## src/rtl/dpd_pkg.sv

```systemverilog
// rtl/dpd_pkg.sv - shared constants, address map and FSM states for the DPD coefficient controller
package dpd_pkg;

  localparam int NUM_COEF        = 6;
  localparam int PIPE_LAT_DEF    = 6;
  localparam int FRACT_WIDTH_DEF = 12;

  localparam logic [2:0] ADDR_A10_R = 3'd0;
  localparam logic [2:0] ADDR_A10_I = 3'd1;
  localparam logic [2:0] ADDR_A30_R = 3'd2;
  localparam logic [2:0] ADDR_A30_I = 3'd3;
  localparam logic [2:0] ADDR_A50_R = 3'd4;
  localparam logic [2:0] ADDR_A50_I = 3'd5;

  typedef enum logic [1:0] {
    IDLE   = 2'd0,
    PEND   = 2'd1,
    SETTLE = 2'd2
  } state_t;

  // Identity bank has a10_r at unity and every other coefficient at zero.
  function automatic logic [31:0] unity(input int fract_width);
    return 32'd1 << fract_width;
  endfunction

endpackage

```

## src/rtl/dpd_valid_pipe.sv

```systemverilog
// rtl/dpd_valid_pipe.sv - PIPE_LAT-deep sample-valid delay line with output blanking
module dpd_valid_pipe
  import dpd_pkg::*;
#(
  parameter int PIPE_LAT = PIPE_LAT_DEF
) (
  input  logic clk_368,
  input  logic rst_n,
  input  logic i_valid,
  input  logic i_blank,
  output logic o_valid
);

  logic [PIPE_LAT-1:0] r_pipe;

  always_ff @(posedge clk_368 or negedge rst_n) begin
    if (!rst_n) begin
      r_pipe <= '0;
    end else begin
      r_pipe[0] <= i_valid;
      for (int i = 1; i < PIPE_LAT; i++) begin
        r_pipe[i] <= r_pipe[i-1];
      end
    end
  end

  assign o_valid = r_pipe[PIPE_LAT-1] && !i_blank;

endmodule

```

## src/rtl/dpd_coeff_ctrl.sv

```systemverilog
// rtl/dpd_coeff_ctrl.sv - shadow/active coefficient banks with sample-aligned swap for the DPD datapath
// Optional DPD_SWAP_BLANK_EN: forces out_valid low while SETTLE drains samples that straddle a swap.
module dpd_coeff_ctrl
  import dpd_pkg::*;
#(
  parameter int DATA_WIDTH  = 16,
  parameter int FRACT_WIDTH = FRACT_WIDTH_DEF,
  parameter int PIPE_LAT    = PIPE_LAT_DEF,
  parameter int VER_WIDTH   = 8
) (
  input  logic                  clk_368,
  input  logic                  rst_n,
  input  logic                  wr_valid,
  output logic                  wr_ready,
  input  logic [2:0]            wr_addr,
  input  logic [DATA_WIDTH-1:0] wr_data,
  input  logic                  commit,
  output logic                  commit_ack,
  output logic                  busy,
  input  logic                  bypass,
  input  logic                  in_valid,
  output logic                  out_valid,
  output logic [DATA_WIDTH-1:0] a10_r_o,
  output logic [DATA_WIDTH-1:0] a10_i_o,
  output logic [DATA_WIDTH-1:0] a30_r_o,
  output logic [DATA_WIDTH-1:0] a30_i_o,
  output logic [DATA_WIDTH-1:0] a50_r_o,
  output logic [DATA_WIDTH-1:0] a50_i_o,
  output logic [VER_WIDTH-1:0]  bank_ver,
  output logic                  err_addr
);

  localparam logic [DATA_WIDTH-1:0] UNITY = DATA_WIDTH'(unity(FRACT_WIDTH));
  localparam int                    CNT_W = (PIPE_LAT > 1) ? $clog2(PIPE_LAT) : 1;

  state_t                r_state;
  state_t                w_state_nxt;
  logic [CNT_W-1:0]      r_cnt;
  logic [DATA_WIDTH-1:0] r_shadow [NUM_COEF];
  logic [DATA_WIDTH-1:0] r_active [NUM_COEF];
  logic [DATA_WIDTH-1:0] r_coef   [NUM_COEF];
  logic [VER_WIDTH-1:0]  r_bank_ver;
  logic                  r_commit_ack;
  logic                  r_err_addr;
  logic                  w_wr_fire;
  logic                  w_addr_ok;
  logic                  w_swap;
  logic                  w_blank;

  assign wr_ready  = (r_state != PEND);
  assign w_wr_fire = wr_valid && wr_ready;
  assign w_addr_ok = (wr_addr <= ADDR_A50_I);
  // The sample presented on the swap cycle still sees the old bank at the outputs.
  assign w_swap    = (r_state == PEND) && in_valid;

  always_ff @(posedge clk_368 or negedge rst_n) begin
    if (!rst_n) begin
      r_state <= IDLE;
    end else begin
      r_state <= w_state_nxt;
    end
  end

  always_comb begin
    w_state_nxt = r_state;
    case (r_state)
      IDLE:    if (commit)        w_state_nxt = PEND;
      PEND:    if (in_valid)      w_state_nxt = SETTLE;
      SETTLE:  if (r_cnt == '0)   w_state_nxt = IDLE;
      default:                    w_state_nxt = IDLE;
    endcase
  end

  always_ff @(posedge clk_368 or negedge rst_n) begin
    if (!rst_n) begin
      r_cnt <= '0;
    end else if (w_swap) begin
      r_cnt <= CNT_W'(PIPE_LAT - 1);
    end else if ((r_state == SETTLE) && (r_cnt != '0)) begin
      r_cnt <= r_cnt - 1'b1;
    end
  end

  always_ff @(posedge clk_368 or negedge rst_n) begin
    if (!rst_n) begin
      for (int i = 0; i < NUM_COEF; i++) begin
        r_shadow[i] <= '0;
      end
    end else begin
      for (int i = 0; i < NUM_COEF; i++) begin
        if (w_wr_fire && w_addr_ok && (wr_addr == 3'(i))) begin
          r_shadow[i] <= wr_data;
        end
      end
    end
  end

  always_ff @(posedge clk_368 or negedge rst_n) begin
    if (!rst_n) begin
      for (int i = 0; i < NUM_COEF; i++) begin
        r_active[i] <= '0;
      end
      r_active[ADDR_A10_R] <= UNITY;
    end else if (w_swap) begin
      r_active <= r_shadow;
    end
  end

  // Bypass only steers the outputs; the active bank keeps tracking swaps underneath.
  always_ff @(posedge clk_368 or negedge rst_n) begin
    if (!rst_n) begin
      for (int i = 0; i < NUM_COEF; i++) begin
        r_coef[i] <= '0;
      end
      r_coef[ADDR_A10_R] <= UNITY;
    end else if (bypass) begin
      for (int i = 0; i < NUM_COEF; i++) begin
        r_coef[i] <= '0;
      end
      r_coef[ADDR_A10_R] <= UNITY;
    end else begin
      r_coef <= r_active;
    end
  end

  always_ff @(posedge clk_368 or negedge rst_n) begin
    if (!rst_n) begin
      r_bank_ver   <= '0;
      r_commit_ack <= 1'b0;
      r_err_addr   <= 1'b0;
    end else begin
      r_commit_ack <= w_swap;
      if (w_swap) begin
        r_bank_ver <= r_bank_ver + 1'b1;
      end
      if (w_wr_fire && !w_addr_ok) begin
        r_err_addr <= 1'b1;
      end
    end
  end

`ifdef DPD_SWAP_BLANK_EN
  assign w_blank = (r_state == SETTLE);
`else
  assign w_blank = 1'b0;
`endif

  dpd_valid_pipe #(
    .PIPE_LAT (PIPE_LAT)
  ) u_valid_pipe (
    .clk_368 (clk_368),
    .rst_n   (rst_n),
    .i_valid (in_valid),
    .i_blank (w_blank),
    .o_valid (out_valid)
  );

  assign busy       = (r_state != IDLE);
  assign commit_ack = r_commit_ack;
  assign bank_ver   = r_bank_ver;
  assign err_addr   = r_err_addr;
  assign a10_r_o    = r_coef[ADDR_A10_R];
  assign a10_i_o    = r_coef[ADDR_A10_I];
  assign a30_r_o    = r_coef[ADDR_A30_R];
  assign a30_i_o    = r_coef[ADDR_A30_I];
  assign a50_r_o    = r_coef[ADDR_A50_R];
  assign a50_i_o    = r_coef[ADDR_A50_I];

endmodule
```

## config.mk

```make
export PLATFORM = sky130hd
export DESIGN_NAME = dpd_coeff_ctrl
export DESIGN_NICKNAME = d
export VERILOG_FILES = /design/src/rtl/dpd_pkg.sv /design/src/rtl/dpd_valid_pipe.sv /design/src/rtl/dpd_coeff_ctrl.sv
export SDC_FILE = /design/constraint.sdc
export NUM_CORES = 1
export LEC_CHECK = 0
export ABC_AREA = 1
export CAP_MARGIN = 20
export CORE_ASPECT_RATIO = 1.25
export CORE_MARGIN = 10
export CORE_UTILIZATION = 35
export CTS_CLUSTER_DIAMETER = 100
export DETAILED_ROUTE_END_ITERATION = 10
export PLACE_DENSITY_LB_ADDON = 0.1
export SYNTH_ARGS = -nofsm -noshare
export SYNTH_HDL_FRONTEND = slang
export SYNTH_SLANG_ARGS = --single-unit
export TNS_END_PERCENT = 50
```

## constraint.sdc

```tcl
create_clock -name clk_368 -period 1.95 [get_ports clk_368]
set_clock_uncertainty 0.1 [all_clocks]
set_input_delay 0.39 -clock clk_368 [delete_from_list [all_inputs] [get_ports clk_368]]
set_output_delay 0.39 -clock clk_368 [all_outputs]
set_load 0.005 [all_outputs]
```

* Word level (Yosys, flattened, before mapping) *
Cells that the tools add are included.

cells by class
  equality and inequality tests = 11
  magnitude comparators = 1
  mux-type cells = 7
  reduce and logical (&&, ||, !) cells = 19
  add/subtract/negate cells = 2

operators by type and width
  operator             count
  $mux 96              1
  $logic_and 1x1->1    11
  $add 8x1->8 const B  1
  $eq 3x2->1 const B   2
  $eq 3x3->1 const B   2
  $logic_not 3->1      2
  $mux 2               3
  $mux 3               2
  $ne 2x2->1 const B   3
  $pmux 2 s3           1
  $reduce_bool 2->1    2
  $eq 3x1->1 const B   1
  $le 3x3->1 const B   1
  $reduce_and 3->1     1
  $reduce_bool 3->1    1
  $sub 3x1->3 const B  1
  $eq 2x1->1 const B   1
  $eq 2x2->1 const B   1
  $logic_not 2->1      1
  $ne 2x1->1 const B   1
  $logic_not 1->1      1

storage, ports and cells
  logic and storage cells = 64
  input port bits = 25
  register bits = 309
  output and inout bits = 109

* Longest topological paths before layout *
  depth in word-level cells = 4
  mapped depth = 8
  gate-level depth less buffers = 8

* Cells and area by module *
A second synthesis with hierarchy kept.

unflattened totals
  cells, all modules = 1037
  area total of the unflattened synthesis = 10944.2 sq um

by module, submodules not included
  module          cells an instance  area each (sq um)  times used
  dpd_coeff_ctrl  1029               10784.1            1
  dpd_valid_pipe  8                  160.2              1

* Worst setup path after synthesis *
No wires, ideal clock.

  path kind = input to register
  from = input port bypass
  to = register r_coef (netlist bit a10_i_o[0])
  library setup time = 132 ps
  arrival time = 1087 ps
  data required time = 1718 ps
  stages on the path = 4
  buffers on the path = 3
  setup slack = 632 ps
  cell sequence = clkbuf_1 -> buf_2 -> buf_1 -> nor2_1

between the ends
  cells in the longest elaborated chain, start to end = 1

ends and longest elaborated chain
  element                 line                   text
  start: declaration      dpd_coeff_ctrl.sv:20   input logic bypass,
  $mux 96                 dpd_coeff_ctrl.sv:116  end else if (bypass) begin
  end signal: assignment  dpd_coeff_ctrl.sv:122  r_coef <= r_active;
  end: declaration        dpd_coeff_ctrl.sv:41   logic [DATA_WIDTH-1:0] r_coef [NUM_COEF];

Every way passes these cells.
A chain may end at the register's enable or synchronous reset.

* Worst setup path in the final report *
  from = register r_coef (netlist bit a10_i_o[3])
  to = output port a10_i_o[3]

RTL lines
  element           line                  text
  end: declaration  dpd_coeff_ctrl.sv:24  output logic [DATA_WIDTH-1:0] a10_i_o,

No word-level cell between the ends.

==> results.tsv <==
stage	metric	value	unit
clock_tree	insertion_delay	0.57	ns
route	dr.pass1.iters	4	
clock_tree	cts_sinks	309	
finish	multi_input_area	0.00239	sq mm
finish	area_delta_synth_final	29.4	%
yosys	synth_area	0.0109	sq mm
timing	rsz0062_at_grt	false	
grt	grt_start_max_net_pins	56	
finish	drive_gt1_share	8.83	%
power_and_ir_drop	ir_drop	0.000691	V
power_and_ir_drop	totalPowerFinal	20200	uW
setup_path	cpPeakStageDelay	0.51	ns
yosys	synthesis.nets	1057	
timing	slew_headroom	62.3	%
status	status	completed	
yosys	avgSynthCellArea	10.6	sq um
setup_path	cp.required	1.46	ns
clock_tree	htree_levels	1	
yosys	synthFlopType	dfrtp_1	
yosys	yosys.cell_types.count	27	
power_and_ir_drop	p_leak	0.00697	uW
grt	grt_pass1_vias	7609	
finish	postLayoutCellArea	0.0141	sq mm
clock_tree	clockBufferDepth	3	
route	finalWirelength	26.3	mm
setup_path	cp.buffers_inverters	1	
clock_tree	cts_inserted_buffers	31	
placed_design	hpwl	16.9	mm
floorplanning	initial_utilization	35.3	%
timing	tightest_slew	0.565	ns
floorplanning	die_y	217	um
finish	regArea	0.00774	sq mm
placed_design	portBuffers	133	
route	antenna_left	0	
power_and_ir_drop	p_per_area	1430	mW/mm^2
yosys	async_flop_share	100	%
timing	fmax	526	MHz
floorplanning	die_w	178	um
yosys	syn_inst	1029	
finish	diodes	0	
timing	min_period	1.90	ns
clock_tree	clock-root-buffer	clkbuf_16	
setup_path	crit_fanout	1	
setup_path	slowest_stage	clkdlybuf4s50_1	
timing	finalSetupViolations	0	
grt	grt_usage	13.9	%
min_path	hp-class	input port to flop	
finish	nets	1221	
route	drt-initial-drc-count	515	
placed_design	place_congestion	0.733	
finish	fillers	2981	
setup_path	crit_arrival	1.41	ns
setup_path	worst_path_dominant_cell_family	buffers and inverters	
placed_design	placed_cell_area	0.0130	sq mm
timing	min_period_over_period	97.6	%
grt	grt_pass1_wl	42.5	mm
timing	tns	0	ns
clock_tree	clkTransAtPathRegs	0.06	ns
yosys	synth_enable_flop_cells	0	
setup_path	crit_type	flop to primary output	
yosys	synthMostInstantiatedCell	dfrtp_1	
grt	antenna_found_initial	0	
route	vias_per_cell	4.40	
flow_run	max-cap-violations	0	
yosys	ys_seq_area_share	70.9	%
yosys	yosys.area.top_type	dfrtp_1	
yosys	synth_seq_cells	309	
grt	overflow	0	
timing	drv_slew	0	
timing	hold_viol_final	0	
yosys	yosysTopAreaCellShare	70.4	%
floorplanning	die_area	0.0387	sq mm
setup_path	path_cells	clkdlybuf4s50_1	
setup_path	worst_setup_path_end_kind	primary output	
setup_path	cp-start-kind	flop	
route	drc	0	
route	avgRoutedWirePerCell	16.2	um
route	route.vias.total	7125	
floorplanning	row_count	72	
floorplanning	core_area	0.0309	sq mm
yosys	netlist_top_cells_area	dfrtp_1, nand2_1, o21ai_0	
yosys	synth_commonest_cells	dfrtp_1, nand2_1, inv_1	
floorplanning	io_pins	134	
yosys	yosys_warnings	0	
clock_tree	cts_tree	built	
[final timing paths]
check / slack [ns] / startpoint / cells past startpoint / to
max in group asynchronous: 0.78 / rst_n / 3 / a50_i_o[1]
worst min-delay path: 0.14 / bypass / 2 / a30_i_o[14]
worst max register to register: 0.30 / r_state[1] / 8 / r_shadow[27]
worst min register to register: 0.25 / u_valid_pipe.r_pipe[4] / 0 / u_valid_pipe.r_pipe[5]
worst max-delay path: 0.05 / a10_i_o[3] / 1 / a10_i_o[3]
min in group asynchronous: 0.24 / rst_n / 2 / bank_ver[5]
[cell usage in the layout, fill, tap and decap left out, drive strengths merged]
cell	Yosys	final
o22ai	1	1
dfrtp	307	307
clkinv	0	2
dfstp	2	2
xnor2	1	1
nor3	2	2
nand2	225	225
o21ai	194	194
nand3	7	7
nor2	104	104
clkbuf	13	47
dlygate4sd2	0	16
or2	1	1
a21boi	1	1
ha	3	3
buf	37	49
clkdlybuf4s50	0	100
a31o	1	1
nand4	2	2
dlymetal6s2s	0	15
inv	124	125
dlygate4sd3	0	1
bufinv	0	2
a21oi	1	1
xor2	3	3
[repair_timing]
action,in CTS,in global routing
pin swaps,0,0
hold endpoints to repair,46,0
resized for setup,19,16
hold buffers,1,0
setup buffers,8,1
endpoints found under the setup margin,19,17
[power breakdown]
group	internal, uW	switching, uW
sequential	8680	913
clock	3530	2410
combinational	2290	2380
[logic make-up (layout without fill, tap and decap cells)]
| logic type | count (synthesis) | count (layout) | share of synthesized area, % |
|---|---|---|---|
| AOI/OAI and AO/OA | 198 | 198 | 9.25 |
| xor gates and xnor gates | 4 | 4 | 0.321 |
| adders and majority gates | 3 | 3 | 0.344 |
| buffers and inverters | 174 | 357 | 7.18 |
| DFF | 309 | 309 | 70.9 |
| and+or+nand+nor | 341 | 341 | 12.0 |
[stage by stage]
step / worst slack, ns / hold WS (ns) / std cells / utilization, %
final: 0.0473 / 0.137 / 1619 / 45.7
after global routing: 0.00351 / 0.142 / 1619 / 45.7
after CTS: 0.00156 / 0.127 / 1618 / 45.5
after detailed placement: 0.0383 / 0.240 / 1557 / 42.1
after global placement: 0.0695 / 0.234 / 1557 / 42.1
after floorplan: 0.632 / -0.00559 / 1029 / -
[registers in the layout, indices dropped and copies added (netlist names)]
signal and flops:
err_addr 1, r_state 2, a10_i_o 16, r_shadow 96
commit_ack 1, bank_ver 8, a50_i_o 16, r_cnt 3
u_valid_pipe.r_pipe 6, a30_r_o 16, a10_r_o 16, a30_i_o 16
a50_r_o 16, r_active 96
[final cells by class]
| type | count | area share, % |
|---|---|---|
| Sequential cell | 309 | 54.8 |
| Multi-Input combinational cell | 546 | 17.0 |
| Timing Repair Buffer | 181 | 14.1 |
| Clock buffer | 47 | 6.63 |
| Tap cell | 407 | 3.61 |
| Inverter | 124 | 3.33 |
| Clock inverter | 5 | 0.558 |
[routing by layer]
metal | track usage (%) | up-vias | part of all wire [%]
met3 | 2.88 | 38 | 5.4
met2 | 22.3 | 131 | 46
met5 | 0 | - | 0
met4 | 4.23 | 0 | 2.1
li1 | - | 3499 | -
met1 | 18.5 | 3457 | 46
No activity file was read; power rests on OpenSTA's default activity.
